### config.mk
export PLATFORM = sky130hd
export DESIGN_NAME = switch_port_cfg_flat
export DESIGN_NICKNAME = d
export VERILOG_FILES = /design/src/rtl/switch_cfg_pkg.sv /design/src/rtl/switch_port_cfg_if.sv /design/src/rtl/switch_port_match.sv /design/src/rtl/switch_port_cfg.sv /design/src/flat_wrapper.sv
export SDC_FILE = /design/constraint.sdc
export NUM_CORES = 1
export LEC_CHECK = 0
export BUFFER_PORTS_ARGS = -buffer_cell sky130_fd_sc_hd__buf_2
export CORE_AREA = 2 2 69 87
export DETAILED_ROUTE_END_ITERATION = 6
export DIE_AREA = 0 0 71 89
export PLACE_DENSITY = 0.8
export SLEW_MARGIN = 20
export SYNTH_ARGS = -nofsm -noshare
export SYNTH_HDL_FRONTEND = slang
export SYNTH_SLANG_ARGS = --single-unit
### constraint.sdc
create_clock -name clock -period 1.3 [get_ports clock]
set_input_delay 0.39 -clock clock [delete_from_list [all_inputs] [get_ports clock]]
set_output_delay 0.39 -clock clock [all_outputs]
set_load 0.01 [all_outputs]
### src/rtl/switch_cfg_pkg.sv
// -----------------------------------------------------------------------------
// switch_cfg_pkg
// Shared constants, types and helpers for the switch port-configuration stage.
//   NUM_PORTS     : number of output ports (equals 2**ADDR_W)
//   ADDR_W        : width of the register index on the memory bus
//   DATA_W        : width of write data and of a port address
//   port_addr_t   : one port's destination address
//   port_sel_t    : one bit per output port
//   port_idx_t    : register index on the memory bus
//   onehot_lowest : keep only the lowest set bit of a match vector
// -----------------------------------------------------------------------------
package switch_cfg_pkg;

  localparam int ADDR_W    = 2;
  localparam int DATA_W    = 8;
  localparam int NUM_PORTS = 4;

  typedef logic [DATA_W-1:0]    port_addr_t;
  typedef logic [NUM_PORTS-1:0] port_sel_t;
  typedef logic [ADDR_W-1:0]    port_idx_t;

  // Priority encoder: the lowest matching port wins when several match.
  function automatic port_sel_t onehot_lowest(input port_sel_t v);
    port_sel_t r;
    r = '0;
    for (int i = NUM_PORTS - 1; i >= 0; i--) begin
      if (v[i]) begin
        r    = '0;
        r[i] = 1'b1;
      end
    end
    return r;
  endfunction

endpackage

### src/rtl/switch_port_cfg_if.sv
// -----------------------------------------------------------------------------
// switch_port_cfg_if
// Memory-port transactions, lookup request/response and read-back data of the
// port-configuration stage.
//   master : drives mem_* and lk_valid/lk_da (memory interface / router side)
//   slave  : the configuration stage; drives lookup results and read data
// -----------------------------------------------------------------------------
interface switch_port_cfg_if;
  import switch_cfg_pkg::*;

  logic       mem_en;
  logic       mem_rd_wr;     // 1 = write, 0 = read
  port_idx_t  mem_add;
  port_addr_t mem_data;

  logic       lk_valid;
  port_addr_t lk_da;
  logic       lk_out_valid;
  port_sel_t  lk_port;
  logic       lk_miss;

  logic       rd_valid;
  port_addr_t rd_data;

  modport master (
    output mem_en, mem_rd_wr, mem_add, mem_data, lk_valid, lk_da,
    input  lk_out_valid, lk_port, lk_miss, rd_valid, rd_data
  );

  modport slave (
    input  mem_en, mem_rd_wr, mem_add, mem_data, lk_valid, lk_da,
    output lk_out_valid, lk_port, lk_miss, rd_valid, rd_data
  );

endinterface

### src/rtl/switch_port_match.sv
// -----------------------------------------------------------------------------
// switch_port_match
// Combinational compare of a destination address against every configured port.
//   lk_da     : destination address under lookup
//   port_addr : per-port configured addresses
//   cfg_valid : per-port "has been written" flags; unwritten ports never match
//   match     : raw (not priority-encoded) match vector
// -----------------------------------------------------------------------------
module switch_port_match
  import switch_cfg_pkg::*;
(
  input  port_addr_t lk_da,
  input  port_addr_t port_addr [NUM_PORTS],
  input  port_sel_t  cfg_valid,
  output port_sel_t  match
);

  // NOTE: every combinational output gets a default before the loop so no
  // path leaves it unassigned, which would infer a latch.
  always_comb begin
    match = '0;
    for (int i = 0; i < NUM_PORTS; i++) begin
      match[i] = cfg_valid[i] && (port_addr[i] == lk_da);
    end
  end

endmodule

### src/rtl/switch_port_cfg.sv
// -----------------------------------------------------------------------------
// switch_port_cfg
// Holds one destination address per output port, loaded by memory-port writes,
// and answers registered lookups (destination byte -> one-hot port select).
//   clock, reset_n : clock and asynchronous active-low reset
//   bus            : memory transactions, lookup request/response, read-back
//   cfg_valid      : bit i set once port i has been written
//   dup_err        : sticky flag, two configured ports hold the same address
// Optional feature: define SWITCH_CFG_READBACK_EN to return port_addr[mem_add]
// on rd_data/rd_valid one cycle after a read; otherwise both are tied to 0.
// -----------------------------------------------------------------------------
module switch_port_cfg
  import switch_cfg_pkg::*;
(
  input  logic              clock,
  input  logic              reset_n,
  switch_port_cfg_if.slave  bus,
  output port_sel_t         cfg_valid,
  output logic              dup_err
);

  port_addr_t port_addr [NUM_PORTS];
  port_sel_t  match;
  logic       dup_now;
  logic       wr_en;

  assign wr_en = bus.mem_en & bus.mem_rd_wr;

  // NOTE: the address registers are reset even though they sit behind
  // cfg_valid, so a read-back of an unwritten port returns a defined 0.
  // NOTE: sequential state uses non-blocking assignments so every register
  // samples pre-edge values; this is what makes a same-edge lookup or read
  // see the old contents.
  always_ff @(posedge clock or negedge reset_n) begin
    if (!reset_n) begin
      for (int i = 0; i < NUM_PORTS; i++) port_addr[i] <= '0;
      cfg_valid <= '0;
    end else if (wr_en) begin
      port_addr[bus.mem_add] <= bus.mem_data;
      cfg_valid[bus.mem_add] <= 1'b1;
    end
  end

  switch_port_match u_match (
    .lk_da     (bus.lk_da),
    .port_addr (port_addr),
    .cfg_valid (cfg_valid),
    .match     (match)
  );

  // Lookup result: one-cycle pulse per request, port select cleared when idle.
  always_ff @(posedge clock or negedge reset_n) begin
    if (!reset_n) begin
      bus.lk_out_valid <= 1'b0;
      bus.lk_port      <= '0;
      bus.lk_miss      <= 1'b0;
    end else begin
      bus.lk_out_valid <= bus.lk_valid;
      bus.lk_port      <= bus.lk_valid ? onehot_lowest(match) : '0;
      bus.lk_miss      <= bus.lk_valid && (match == '0);
    end
  end

  // Pairwise compare of configured ports; only written ports take part.
  always_comb begin
    dup_now = 1'b0;
    for (int i = 0; i < NUM_PORTS; i++) begin
      for (int j = i + 1; j < NUM_PORTS; j++) begin
        if (cfg_valid[i] && cfg_valid[j] && (port_addr[i] == port_addr[j]))
          dup_now = 1'b1;
      end
    end
  end

  always_ff @(posedge clock or negedge reset_n) begin
    if (!reset_n) dup_err <= 1'b0;
    else if (dup_now) dup_err <= 1'b1;
  end

`ifdef SWITCH_CFG_READBACK_EN
  logic rd_en;
  assign rd_en = bus.mem_en & ~bus.mem_rd_wr;

  always_ff @(posedge clock or negedge reset_n) begin
    if (!reset_n) begin
      bus.rd_valid <= 1'b0;
      bus.rd_data  <= '0;
    end else begin
      bus.rd_valid <= rd_en;
      if (rd_en) bus.rd_data <= port_addr[bus.mem_add];
    end
  end
`else
  assign bus.rd_valid = 1'b0;
  assign bus.rd_data  = '0;
`endif

endmodule

### src/flat_wrapper.sv
// flat-port wrapper written by rule: the top's interface ports become plain ports
module switch_port_cfg_flat import switch_cfg_pkg::*;
  (clock, reset_n, cfg_valid, dup_err, bus_mem_en, bus_mem_rd_wr, bus_mem_add, bus_mem_data, bus_lk_valid, bus_lk_da, bus_lk_out_valid, bus_lk_port, bus_lk_miss, bus_rd_valid, bus_rd_data);
  switch_port_cfg_if bus_i ();
  input  logic clock;
  input  logic reset_n;
  output port_sel_t cfg_valid;
  output logic dup_err;
  input wire logic [$bits(bus_i.mem_en)-1:0] bus_mem_en;
  input wire logic [$bits(bus_i.mem_rd_wr)-1:0] bus_mem_rd_wr;
  input wire logic [$bits(bus_i.mem_add)-1:0] bus_mem_add;
  input wire logic [$bits(bus_i.mem_data)-1:0] bus_mem_data;
  input wire logic [$bits(bus_i.lk_valid)-1:0] bus_lk_valid;
  input wire logic [$bits(bus_i.lk_da)-1:0] bus_lk_da;
  output wire logic [$bits(bus_i.lk_out_valid)-1:0] bus_lk_out_valid;
  output wire logic [$bits(bus_i.lk_port)-1:0] bus_lk_port;
  output wire logic [$bits(bus_i.lk_miss)-1:0] bus_lk_miss;
  output wire logic [$bits(bus_i.rd_valid)-1:0] bus_rd_valid;
  output wire logic [$bits(bus_i.rd_data)-1:0] bus_rd_data;
  assign bus_i.mem_en = bus_mem_en;
  assign bus_i.mem_rd_wr = bus_mem_rd_wr;
  assign bus_i.mem_add = bus_mem_add;
  assign bus_i.mem_data = bus_mem_data;
  assign bus_i.lk_valid = bus_lk_valid;
  assign bus_i.lk_da = bus_lk_da;
  assign bus_lk_out_valid = bus_i.lk_out_valid;
  assign bus_lk_port = bus_i.lk_port;
  assign bus_lk_miss = bus_i.lk_miss;
  assign bus_rd_valid = bus_i.rd_valid;
  assign bus_rd_data = bus_i.rd_data;
  switch_port_cfg u_core (.clock(clock), .reset_n(reset_n), .bus(bus_i), .cfg_valid(cfg_valid), .dup_err(dup_err));
endmodule
==> results of run 1 <==
## metrics by stage
step	total power [mW]	worst slack (ps)	area (µm²)	std cells	utilization [%]
after global routing	5.193	-237.8	3441	369	63.22
after detailed placement	3.813	-270.9	3107	354	57.08
after floorplan	3.262	-96.80	2758	261	-
after global placement	3.777	-257.4	3107	354	57.08
final	4.935	-157.9	3441	369	63.22
after CTS	4.674	-117.7	3251	363	59.72
## repair_timing
| item | CTS | global route |
|---|---|---|
| gates resized for setup | 10 | 26 |
| pin swaps | 3 | 17 |
| buffers inserted | 1 | 6 |
| hold endpoints to repair | 0 | 0 |
| setup endpoints to repair | 8 | 10 |
## worst paths after layout
check | endpoint | cells past startpoint | slack (ps) | from
setup / recovery | u_core.bus.lk_port[3] | 5 | -160 | u_core.port_addr[8]
hold / removal | u_core.port_addr[2] | 2 | 60 | reset_n
setup reg to reg | u_core.bus.lk_port[3] | 5 | -160 | u_core.port_addr[8]
hold reg to reg | u_core.dup_err | 2 | 550 | u_core.dup_err
max in group asynchronous | u_core.port_addr[5] | 2 | 1020 | reset_n
min in group clock | u_core.bus.lk_out_valid | 1 | 280 | bus_lk_valid
## registers in the layout (all words and copies together), names as in the netlist
register / count
u_core.dup_err: 1
u_core.port_addr: 32
u_core.bus.lk_miss: 1
u_core.bus.lk_out_valid: 1
u_core.cfg_valid: 4
u_core.bus.lk_port: 4
## placed cells by master, fill, tap and decap left out, types with 2 or more instances in the layout
| master | synthesis | layout |
|---|---|---|
| sky130_fd_sc_hd__buf_12 | 0 | 5 |
| sky130_fd_sc_hd__buf_2 | 23 | 31 |
| sky130_fd_sc_hd__buf_4 | 9 | 34 |
| sky130_fd_sc_hd__buf_6 | 0 | 8 |
| sky130_fd_sc_hd__clkbuf_1 | 7 | 2 |
| sky130_fd_sc_hd__clkbuf_8 | 0 | 5 |
| sky130_fd_sc_hd__conb_1 | 1 | 9 |
| sky130_fd_sc_hd__dfrtp_1 | 43 | 40 |
| sky130_fd_sc_hd__dfrtp_2 | 0 | 3 |
| sky130_fd_sc_hd__mux2_2 | 32 | 32 |
| sky130_fd_sc_hd__nand2_1 | 5 | 5 |
| sky130_fd_sc_hd__nand2b_1 | 3 | 3 |
| sky130_fd_sc_hd__nand3_1 | 9 | 8 |
| sky130_fd_sc_hd__nand4_1 | 14 | 14 |
| sky130_fd_sc_hd__nor3_1 | 7 | 2 |
| sky130_fd_sc_hd__nor3_2 | 1 | 5 |
| sky130_fd_sc_hd__nor4_2 | 1 | 7 |
| sky130_fd_sc_hd__xnor2_1 | 64 | 54 |
| sky130_fd_sc_hd__xnor2_2 | 0 | 10 |
| sky130_fd_sc_hd__xor2_1 | 16 | 15 |
## cells in the mapped netlist
library cell / n
sky130_fd_sc_hd__and2b_2: 1
sky130_fd_sc_hd__buf_1: 1
sky130_fd_sc_hd__buf_2: 23
sky130_fd_sc_hd__buf_4: 9
sky130_fd_sc_hd__clkbuf_1: 7
sky130_fd_sc_hd__clkbuf_2: 2
sky130_fd_sc_hd__conb_1: 1
sky130_fd_sc_hd__dfrtp_1: 43
sky130_fd_sc_hd__inv_1: 1
sky130_fd_sc_hd__mux2_2: 32
sky130_fd_sc_hd__nand2_1: 5
sky130_fd_sc_hd__nand2b_1: 3
sky130_fd_sc_hd__nand3_1: 9
sky130_fd_sc_hd__nand4_1: 14
sky130_fd_sc_hd__nand4_2: 1
sky130_fd_sc_hd__nand4b_1: 1
sky130_fd_sc_hd__nor2_1: 2
sky130_fd_sc_hd__nor3_1: 7
sky130_fd_sc_hd__nor3_2: 1
sky130_fd_sc_hd__nor4_1: 6
sky130_fd_sc_hd__nor4_2: 1
sky130_fd_sc_hd__o31ai_2: 1
sky130_fd_sc_hd__or2_2: 1
sky130_fd_sc_hd__or3b_1: 1
sky130_fd_sc_hd__xnor2_1: 64
sky130_fd_sc_hd__xor2_1: 16
## final cells by class
cell class,instances,area [µm²]
Fill cell,418,2002
Multi-Input combinational cell,175,1595
Sequential cell,43,1080
Timing Repair Buffer,78,600.6
Tap cell,64,80.08
Clock buffer,7,76.32
Clock inverter,1,5.005
Inverter,1,3.754
## worst register-to-register path, stage by stage, from the launching register on
cell,delay (ps)
sky130_fd_sc_hd__dfrtp_1,400
sky130_fd_sc_hd__xor2_1,210
sky130_fd_sc_hd__nor3_1,90
sky130_fd_sc_hd__nand4_1,130
sky130_fd_sc_hd__or3b_4,410
sky130_fd_sc_hd__nor4_2,130
## where the power goes
part / switching [mW] / total, mW / internal (mW)
sequential: 0.346 / 1.92 / 1.58
combinational: 1.02 / 2.21 / 1.19
clock: 0.426 / 0.803 / 0.377
## cell families (layout without fill, tap and decap cells)
kind of cell	after synthesis	count (layout)
AOI/OAI and AO/OA	1	1
xor gates and xnor gates	80	80
buffers and inverters	43	87
DFF	43	43
muxes	32	32
other	1	9
and+or+nand+nor	53	53
## per-layer routing
metal | GRT usage (%) | part of all wire [%]
met3 | 3.608 | 4.9
met2 | 37.55 | 53
met5 | 0 | 0
met4 | 11.84 | 4.8
met1 | 25.20 | 38
==> results summary, run 1 <==
The horizontal die dimension came out at 71 µm. The weighted congestion reported at the end of routability-driven placement came out at 0.9891. The height of the die is 89 µm. The largest stage delay on the critical path is 410 ps.

sky130_fd_sc_hd__dfrtp_1 takes more of the synthesized area than any other cell. The least setup slack across all paths after layout is -157.9 ps. The number of distinct library cells after synthesis is 26.

TritonCTS built the clock tree. The final period demand of the worst path came out at 1458 ps. In this run the count of I/O pins placed on the die edge is 43. The share of the synthesized area in the top cell type came out at 39.89%. Sorting the synthesized cells by area gives the leading types as sky130_fd_sc_hd__dfrtp_1, sky130_fd_sc_hd__xnor2_1, sky130_fd_sc_hd__mux2_2. The sequential fraction of the synthesis area is 39.89%. The first global-routing pass estimated 10190 µm of wire. The endpoint arrival time on the critical path came out at 1660 ps. The cell area after synthesis is 0.002698 mm². Setup violations remaining at the end of the flow were counted as 7. Setup repair after global routing could not meet its margin everywhere. The full die area is 0.006319 mm². The flow ran to the end, but the final reports show violations.

The net count reported at finish is 327. IR analysis of the VDD net gives a maximum drop of 0.6043 mV. The post-synthesis area per instance is 10.66 µm². The sum of buffers and inverters on the critical path came out at 0. The reported max-cap violation count came out at 0. The antenna diode instance count came out at 0. The residual DRC count came out at 0.

The total global routing track utilization came out at 21.46%. The core outline area came out at 0.005443 mm². The startpoint type of the worst setup path is a register.

The post-synthesis cell count is 253. After synthesis, the largest family of logic cells by area is XOR/XNOR gates. CTS built an H-tree with a depth of 2.

The count of yosys warnings during synthesis is 0. The post-detailed-route via-to-cell ratio is 5.439. The simple-gate share of the synthesized area came out at 11.78%. The tree built by TritonCTS fans out to 43 sinks. The critical path goes through xor2_1 > nor3_1 > nand4_1 > or3b_4 > nor4_2. The count of TritonRoute iterations in the first routing pass came out at 6. The number of slew-limit violations in the final report is 0. The required time at the endpoint of the critical path came out at 1510 ps. The number of CTS-inserted buffers came out at 5.

The total routed wirelength is 6577 µm. The maximum net fanout on the critical path is 2. The final-layout setup total negative slack is -670.3 ps. The number of buffers on the longest clock path came out at 2. The xor/xnor share of the synthesized area is 25.97%.

Summed over all layers, the global routing overflow is 0. The setup path with the least slack is of type reg -> reg. Clock latency on the worst-skew pair, taken at its later pin, is 290 ps. The share of final-layout standard cells stronger than drive strength 1 came out at 49.18%. The DRC marker count from the first detailed-route iteration is 157. In this run the remaining antenna-violating nets after routing total 0. The number of global-route vias before repair came to 2029. The growth of design area from synthesis to finish came out at 27.55%. In this design, the largest share of critical-path delay is due to simple AND/OR/NAND/NOR gates.

The final reports fail on setup timing. The number of hold violations in the final report is 0. After detailed routing, the average wire length per cell comes to 17.82 µm. The multiplexer share of the synthesized area came out at 13.36%. For this configuration, the core starts out at a cell density of 49.56%. The final HPWL from detailed placement is 4830 µm. The class of the worst hold path is in -> async. The register bit total from synthesis came out at 43. The number of I/O port buffers came out at 33. In this run the power density over the cells is 1434 mW/mm². The number of buffers added to fix hold violations after cts is 0.

The number of antenna violations at the first check in global routing is 0. The area fraction in compound gates after synthesis is 0.4638%. The largest clock skew in the final design came out at 7.732 ps. For this run, the top clock speed supported by timing is 0.6859 GHz. The total number of vias came out at 2007.

The final clock period utilization by the worst path came out at 112.1%. The worst hold margin came out at 61.11 ps. Among all stages on the critical path, the largest delay is contributed by sky130_fd_sc_hd__or3b_4. After clock tree synthesis, the clock-pin slew on the worst setup and hold paths is 80 ps. The kind of end point of the critical path is a register. The tree is rooted in a sky130_fd_sc_hd__clkbuf_8. The post-synthesis share of cell area spent on full adders, half adders and majority gates is 0%. The number of standard-cell rows in the floorplan is 30. The static leakage is 1.441 nW.

The maximum number of pins on one net before global-route repair is 44.
Power figures use the tool's default switching activity.
==> inputs of run 2 (changes only) <==
--- a/config.mk
+++ b/config.mk
@@ -6,10 +6,12 @@
 export NUM_CORES = 1
 export LEC_CHECK = 0
 export BUFFER_PORTS_ARGS = -buffer_cell sky130_fd_sc_hd__buf_2
-export CORE_AREA = 2 2 69 87
+export CORE_AREA = 2 2 65 82
 export DETAILED_ROUTE_END_ITERATION = 6
-export DIE_AREA = 0 0 71 89
-export PLACE_DENSITY = 0.8
+export DIE_AREA = 0 0 67 84
+export PLACE_DENSITY = 0.85
+export RECOVER_POWER = 50
+export SKIP_CTS_REPAIR_TIMING = 1
 export SLEW_MARGIN = 20
 export SYNTH_ARGS = -nofsm -noshare
 export SYNTH_HDL_FRONTEND = slang
==> constraint.sdc (replaced) <==
create_clock -name clock -period 1.47 [get_ports clock]
set_input_delay 0.441 -clock clock [delete_from_list [all_inputs] [get_ports clock]]
set_output_delay 0.441 -clock clock [all_outputs]
set_load 0.01 [all_outputs]
==> results summary, run 2 (synthesis results as in run 1) <==
The footprint of the flip-flops and latches is 0.001091 mm² (+1.0%). In this run the worst hold path is classified as in -> reg. The wire length per cell after detailed routing is 17.54 µm (-1.6%).

Walking the worst path, the cells encountered are buf_4 > xnor2_1 > nand4_1 > nor4_1 > nand4_1 > nand4_1. The total power per unit cell area came to 1391 mW/mm² (-3.0%). The height of the die came to 84 µm (-5.6%). The required time at the endpoint of the critical path came out at 1690 ps (+180 ps).

The starting utilization of the core area came out at 54.67% (+5.1 points). The wire length of the first global-routing pass is 9487 µm (-6.9%). The number of standard-cell rows in the floorplan is 29 (-3.3%). The final HPWL from detailed placement was 4634 µm (-4.1%). The number of global-route vias before repair came out at 1895 (-6.6%). Counting flops per register, the top entry is u_core.port_addr. The flip-flop count of the largest register after layout is 32 (unchanged). Setup repair after global routing could not meet its margin everywhere. The weighted congestion reported at the end of routability-driven placement came out at 0.9018 (-8.8%). The number of standard cells in the final layout excluding fillers is 351 (-4.9%). The library cell used most frequently in the layout, excluding fill and tap cells, is sky130_fd_sc_hd__xnor2_1.

The DRC marker count from the first detailed-route iteration came out at 85 (-46%). For the pin with the worst max-slew slack, the measured transition is 1027 ps. The maximum clock frequency is 0.6312 GHz (-8.0%). The reported max-cap violation count was 0 (unchanged). The number of antenna violations at the first check in global routing is 0 (unchanged). In the layout the commonest cells are sky130_fd_sc_hd__xnor2_1, sky130_fd_sc_hd__mux2_2, sky130_fd_sc_hd__buf_2.

The net count reported at finish was 311 (-4.9%). The worst setup path is captured at a register. The run finished, with violations left. The checks that failed: setup timing. The number of I/O port buffers is 33 (unchanged).

The full die area came out at 0.005628 mm² (-11%). TritonCTS built the clock tree. The number of top-level pins came out at 43 (unchanged).

The static leakage is 1.305 nW (-9.5%). The worst hold path terminates at u_core.bus.lk_out_valid. The area of the multi-input gates came out at 0.001458 mm² (-8.6%). The clock latency on the worst-skew pair came out at 300 ps (about the same). The largest stage delay on the critical path came out at 450 ps (+40 ps). The endpoint arrival time on the critical path came out at 1810 ps (+150 ps).

The worst hold margin came out at 296.3 ps (+235.2 ps). The growth of design area from synthesis to finish came out at 17.67%. The slack of the worst reg-to-reg path is -110 ps (+40 ps). The final-layout setup total negative slack was -124.0 ps (+546.3 ps). The total global routing track utilization was 23.07% (+1.6 points). The count of TritonRoute iterations in the first routing pass is 4 (-2). The maximum level of the CTS H-tree came out at 2 (unchanged). The sink count of the clock tree came out at 43 (unchanged).

The share of final-layout standard cells stronger than drive strength 1 is 42.56% (-6.6 points). The least setup slack across all paths after layout was -114.4 ps (+43.57 ps). The worst hold path begins at bus_lk_valid. The largest clock skew in the final design is 6.310 ps (-1.422 ps).

The endpoint of the lowest-slack register-to-register path is u_core.dup_err. The sum of buffers and inverters on the critical path is 1 (+1). The worst setup path is launched from a register.

The worst hold path cell count is 1. The largest vdd supply drop is 0.7579 mV (+25%). The horizontal die dimension is 67 µm (-5.6%). The critical path in this run is classified as reg -> reg. The final clock period utilization by the worst path came out at 107.8% (-4.4 points). The normalized max-slew margin is 31.50%.

The total routed wirelength is 6156 µm (-6.4%). The final count of negative-setup-slack endpoints is 2 (-5). The maximum number of pins on one net before global-route repair is 44 (unchanged). The final period demand of the worst path is 1584 ps (+126.4 ps). CTS placed an instance of sky130_fd_sc_hd__clkbuf_8 at the clock tree root. The number of CTS-inserted buffers came out at 5 (unchanged).

By instance count, the cell type seen most on the critical path is sky130_fd_sc_hd__nand4_1. The core outline area came out at 0.004935 mm² (-9.3%). The clock-pin transition on the worst setup and hold timing paths is 80 ps (about the same).

The number of cells on the worst reg-to-reg path is 6 (+1). The residual DRC count is 0 (unchanged). In the final layout, the registers with the most flip-flops are u_core.port_addr: 32 flops, u_core.bus.lk_port: 4 flops, u_core.cfg_valid: 4 flops. The leftover overflow at the end of global routing came out at 0 (unchanged). The number of hold violations in the final report came out at 0 (unchanged). The antenna diode instance count is 0 (unchanged). The total number of vias came out at 1955 (-2.6%). The maximum net fanout on the critical path came out at 4 (+2). The placed cell count came out at 338 (-4.5%).

The number of buffers on the longest clock path came to 2 (unchanged). The critical register-to-register path startpoint is u_core.port_addr[9]. The final-layout fill cell count came to 393 (-6.0%). Among cell families on the critical path, the largest total delay comes from simple AND/OR/NAND/NOR gates. The most critical setup path has its startpoint at u_core.port_addr[9].

The post-detailed-route via-to-cell ratio was 5.570 (+2.4%). For this design, the slowest cell found on the critical path is sky130_fd_sc_hd__dfrtp_2. The remaining antenna violation count after routing was 0 (unchanged). The number of slew-limit violations in the final report came out at 0 (unchanged).
-- run 2: changes by cell type in the layout (fill, tap and decap cells not counted), moves of 2 or more --
cell and change:
sky130_fd_sc_hd__xnor2_1 +7, sky130_fd_sc_hd__dfrtp_2 +9, sky130_fd_sc_hd__dfrtp_1 -9, sky130_fd_sc_hd__buf_6 -6, sky130_fd_sc_hd__nor3_1 +3, sky130_fd_sc_hd__bufinv_16 +2
sky130_fd_sc_hd__buf_12 -3, sky130_fd_sc_hd__nor4_2 -6, sky130_fd_sc_hd__buf_4 -10, sky130_fd_sc_hd__nor3_2 -2, sky130_fd_sc_hd__nor4_1 +6, sky130_fd_sc_hd__xnor2_2 -7
-- run 2: final cells by class --
| cell class | count | share of cell area (%) |
|---|---|---|
| Inverter | 1 | 0.1183 |
| Multi-Input combinational cell | 175 | 45.92 |
| Sequential cell | 43 | 34.37 |
| Clock inverter | 2 | 1.892 |
| Timing Repair Buffer | 62 | 12.97 |
| Clock buffer | 6 | 2.286 |
| Tap cell | 62 | 2.444 |
-- run 2: layer usage --
metal  wire length, µm  part of all wire [%]  GRT usage [%]  vias to the layer above
li1                  -                     -              -                      884
met1              2419                    39          28.67                      967
met2              3189                    52          37.89                       83
met3               336                   5.5          4.453                       21
met4               211                   3.4          10.39                        0
met5                 0                     0              0                        -
-- run 2: metrics by stage --
stage          setup slack [ps]  cell area [µm²]  power [mW]  util, %
2_1_floorplan             1.047             2728       2.863        -
3_3_place_gp             -182.5             2965       3.189    60.09
3_5_place_dp             -198.4             2965       3.215    60.09
4_1_cts                  -49.38             3098       4.300    62.78
5_1_grt                  -128.5             3174       4.633    64.33
6_report                 -114.4             3174       4.416    64.33
-- run 2: worst max-delay path by stage --
stage | to | slack (ps) | depth (start not counted)
floorplan | u_core.bus.lk_port[3] | 1 | 6
global placement | u_core.bus.lk_port[3] | -180 | 6
detailed placement | u_core.bus.lk_port[3] | -200 | 6
CTS | u_core.bus.lk_port[3] | -50 | 5
global route | u_core.dup_err | -130 | 6
finish | u_core.dup_err | -110 | 6
-- run 2: worst reg2reg max path: stages (launching register included) --
cell and delay [ps]:
sky130_fd_sc_hd__dfrtp_2 450, sky130_fd_sc_hd__buf_4 150, sky130_fd_sc_hd__xnor2_1 200, sky130_fd_sc_hd__nand4_1 130, sky130_fd_sc_hd__nor4_1 320, sky130_fd_sc_hd__nand4_1 140, sky130_fd_sc_hd__nand4_1 120
-- run 2: report_power, final --
| group | total (mW) | switching, mW | internal (mW) |
|---|---|---|---|
| Sequential | 1.79 | 0.382 | 1.41 |
| Combinational | 1.55 | 0.679 | 0.875 |
| Clock | 1.07 | 0.393 | 0.679 |
| Total | 4.42 | 1.45 | 2.96 |
==> inputs of run 3 (changes only) <==
--- a/config.mk
+++ b/config.mk
@@ -9,7 +9,7 @@
 export CORE_AREA = 2 2 65 82
 export DETAILED_ROUTE_END_ITERATION = 6
 export DIE_AREA = 0 0 67 84
-export PLACE_DENSITY = 0.85
+export PLACE_DENSITY = 0.78
 export RECOVER_POWER = 50
 export SKIP_CTS_REPAIR_TIMING = 1
 export SLEW_MARGIN = 20
==> results summary, run 3 (synthesis results as in run 1) <==
The kind of critical path is reg -> reg. The leftover overflow at the end of global routing came out at 0 (unchanged). The number of global-route vias before repair is 1937 (+2.2%).

The slew at the pin closest to its max-slew limit was 1050 ps (+22.63 ps). The final-layout fill cell count is 399 (+1.5%). The remaining antenna violation count after routing is 0 (unchanged). The least setup slack across all paths after layout came to -161.4 ps (-47.02 ps).

The power share of the clock group came out at 17.3% (-7.0 points). The antenna diode instance count is 0 (unchanged). The final count of negative-setup-slack endpoints came to 2 (unchanged). The maximum number of pins on one net before global-route repair came out at 44 (unchanged). The fraction of power spent switching nets came out at 35.99% (+3.1 points). The count of TritonRoute iterations in the first routing pass is 6 (+2). The number of antenna violations at the first check in global routing is 0 (unchanged).

The sink count of the clock tree is 43 (unchanged). The clock-pin transition on the worst setup and hold timing paths is 80 ps (about the same). The horizontal die dimension was 67 µm (unchanged).

The summed area of non-filler cells in the final layout is 0.003277 mm² (+3.2%). The post-route core utilization came out at 66.40% (+2.1 points). The normalized max-slew margin came out at 29.99% (-1.5 points). The largest vdd supply drop is 0.6400 mV (-16%).

The total number of vias is 1979 (+1.2%). The endpoint arrival time on the critical path is 1830 ps (+20 ps). The switching power summed over all nets came out at 1.530 mW (+5.2%). The number of standard-cell rows in the floorplan is 29 (unchanged). The run finished, with violations left.

The required time at the endpoint of the critical path is 1670 ps (-20 ps). The maximum clock frequency is 0.6130 GHz (-2.9%). The full die area is 0.005628 mm² (unchanged). The number of slew-limit violations in the final report was 0 (unchanged).

The class of the worst hold path is in -> reg. The number of I/O port buffers was 33 (unchanged). The worst hold margin is 286.9 ps (-9.360 ps). The TritonCTS clock tree is yes. The footprint of the flip-flops and latches is 0.001079 mm² (-1.1%). The total power came out at 4.252 mW (-3.7%).

Counting flops per register, the top entry is u_core.port_addr. The total power per unit cell area was 1298 mW/mm² (-6.7%). The maximum net fanout on the critical path is 4 (unchanged). The total routed wirelength came out at 6508 µm (+5.7%). The wire length per cell after detailed routing came out at 17.83 µm (+1.7%).

The residual DRC count came out at 0 (unchanged). The combinational group share of total power is 43.5% (+8.3 points). The clock latency on the worst-skew pair is 300 ps (about the same). The root buffer cell chosen for the clock tree is sky130_fd_sc_hd__clkbuf_8. The final-layout setup total negative slack is -298.1 ps (-174.2 ps). The placement-stage cell area is 0.003078 mm² (+3.8%). Setup repair after global routing could not meet its margin everywhere.

The number of standard cells in the final layout excluding fillers came out at 365 (+4.0%). The largest registers in the layout are u_core.port_addr: 32 flops, u_core.bus.lk_port: 4 flops, u_core.cfg_valid: 4 flops. The wire length of the first global-routing pass is 9673 µm (+2.0%).

The static leakage is 1.374 nW (+5.3%). The core outline area is 0.004935 mm² (unchanged). The area growth from synthesis to layout is 21.47%.

The net count reported at finish is 325 (+4.5%). The number of hold violations in the final report is 0 (unchanged). The post-detailed-route via-to-cell ratio is 5.422 (-2.7%). The final clock period utilization by the worst path is 111.0% (+3.2 points). The number of CTS-inserted buffers came out at 5 (unchanged).

STA classifies the critical path startpoint as a register. The final reports fail on setup timing. The internal power is 2.722 mW (-8.1%). The reported max-cap violation count came out at 0 (unchanged). The kind of end point of the critical path is a register. The number of top-level pins was 43 (unchanged).

The placed cell count is 353 (+4.4%). The total global routing track utilization came out at 23.64% (+0.57 points). The maximum level of the CTS H-tree is 2 (unchanged). The height of the die is 84 µm (unchanged). The part of the total power dissipated in sequential elements was 39.3% (-1.2 points). The largest clock skew in the final design was 5.948 ps (-0.3621 ps). The starting utilization of the core area is 54.67% (unchanged). The DRC marker count from the first detailed-route iteration came out at 201 (+140%).

Leaving out fill and tap cells, the most frequent cell in the layout is sky130_fd_sc_hd__xnor2_1. The weighted congestion reported at the end of routability-driven placement came out at 0.9349 (+3.7%). Leaving out fill and tap cells, the most frequent cells in the layout are sky130_fd_sc_hd__xnor2_1, sky130_fd_sc_hd__dfrtp_1, sky130_fd_sc_hd__buf_4. The area of the multi-input gates was 0.001545 mm² (+6.0%). The share of final-layout standard cells stronger than drive strength 1 came out at 44.88% (+2.3 points). The final HPWL from detailed placement came to 4763 µm (+2.8%).

The flip-flop count of the largest register after layout came out at 32 (unchanged). The slack of the worst reg-to-reg path is -160 ps (-50 ps). The number of buffers on the longest clock path came out at 2 (unchanged). The final period demand of the worst path came out at 1631 ps (+47.02 ps). The worst setup slack before clock tree synthesis was -249.7 ps (-51.31 ps).
-- run 3: power groups by stage --
stage,clock network [mW],registers [mW],logic (mW)
after global routing,0.793,1.69,1.98
after global placement,0,1.66,1.66
after detailed placement,0,1.67,1.69
after floorplan,0,1.46,1.40
after CTS,0.746,1.64,1.70
final,0.734,1.67,1.85
-- run 3: layout make-up --
| cell class | count | area share, % |
|---|---|---|
| Multi-Input combinational cell | 175 | 47.16 |
| Clock buffer | 7 | 2.329 |
| Tap cell | 62 | 2.367 |
| Sequential cell | 43 | 32.91 |
| Timing Repair Buffer | 76 | 14.97 |
| Inverter | 1 | 0.1145 |
| Clock inverter | 1 | 0.1527 |
-- run 3: final timing paths --
check / startpoint / endpoint / cells past startpoint
worst min-delay path: bus_lk_valid / u_core.bus.lk_out_valid / 1
worst min register to register: u_core.dup_err / u_core.dup_err / 2
max in group asynchronous: reset_n / u_core.port_addr[13] / 2
worst max register to register: u_core.port_addr[13] / u_core.bus.lk_port[3] / 5
worst max-delay path: u_core.port_addr[13] / u_core.bus.lk_port[3] / 5
min in group asynchronous: reset_n / u_core.port_addr[31] / 2
-- run 3: layer usage --
metal | wire length [µm] | track usage (%) | part of all wire [%] | vias up
li1 | - | - | - | 909
met1 | 2557 | 28.61 | 39 | 955
met2 | 3383 | 38.61 | 52 | 89
met3 | 322 | 4.993 | 4.9 | 26
met4 | 244 | 12.06 | 3.7 | 0
met5 | 0 | 0 | 0 | -
-- run 3: critical path, stage by stage, from the launching register on --
cell and delay [ps]:
sky130_fd_sc_hd__dfrtp_2 470, sky130_fd_sc_hd__xor2_4 190, sky130_fd_sc_hd__nor3_2 50, sky130_fd_sc_hd__nand4_1 120, sky130_fd_sc_hd__or3b_4 410, sky130_fd_sc_hd__nor4_4 300
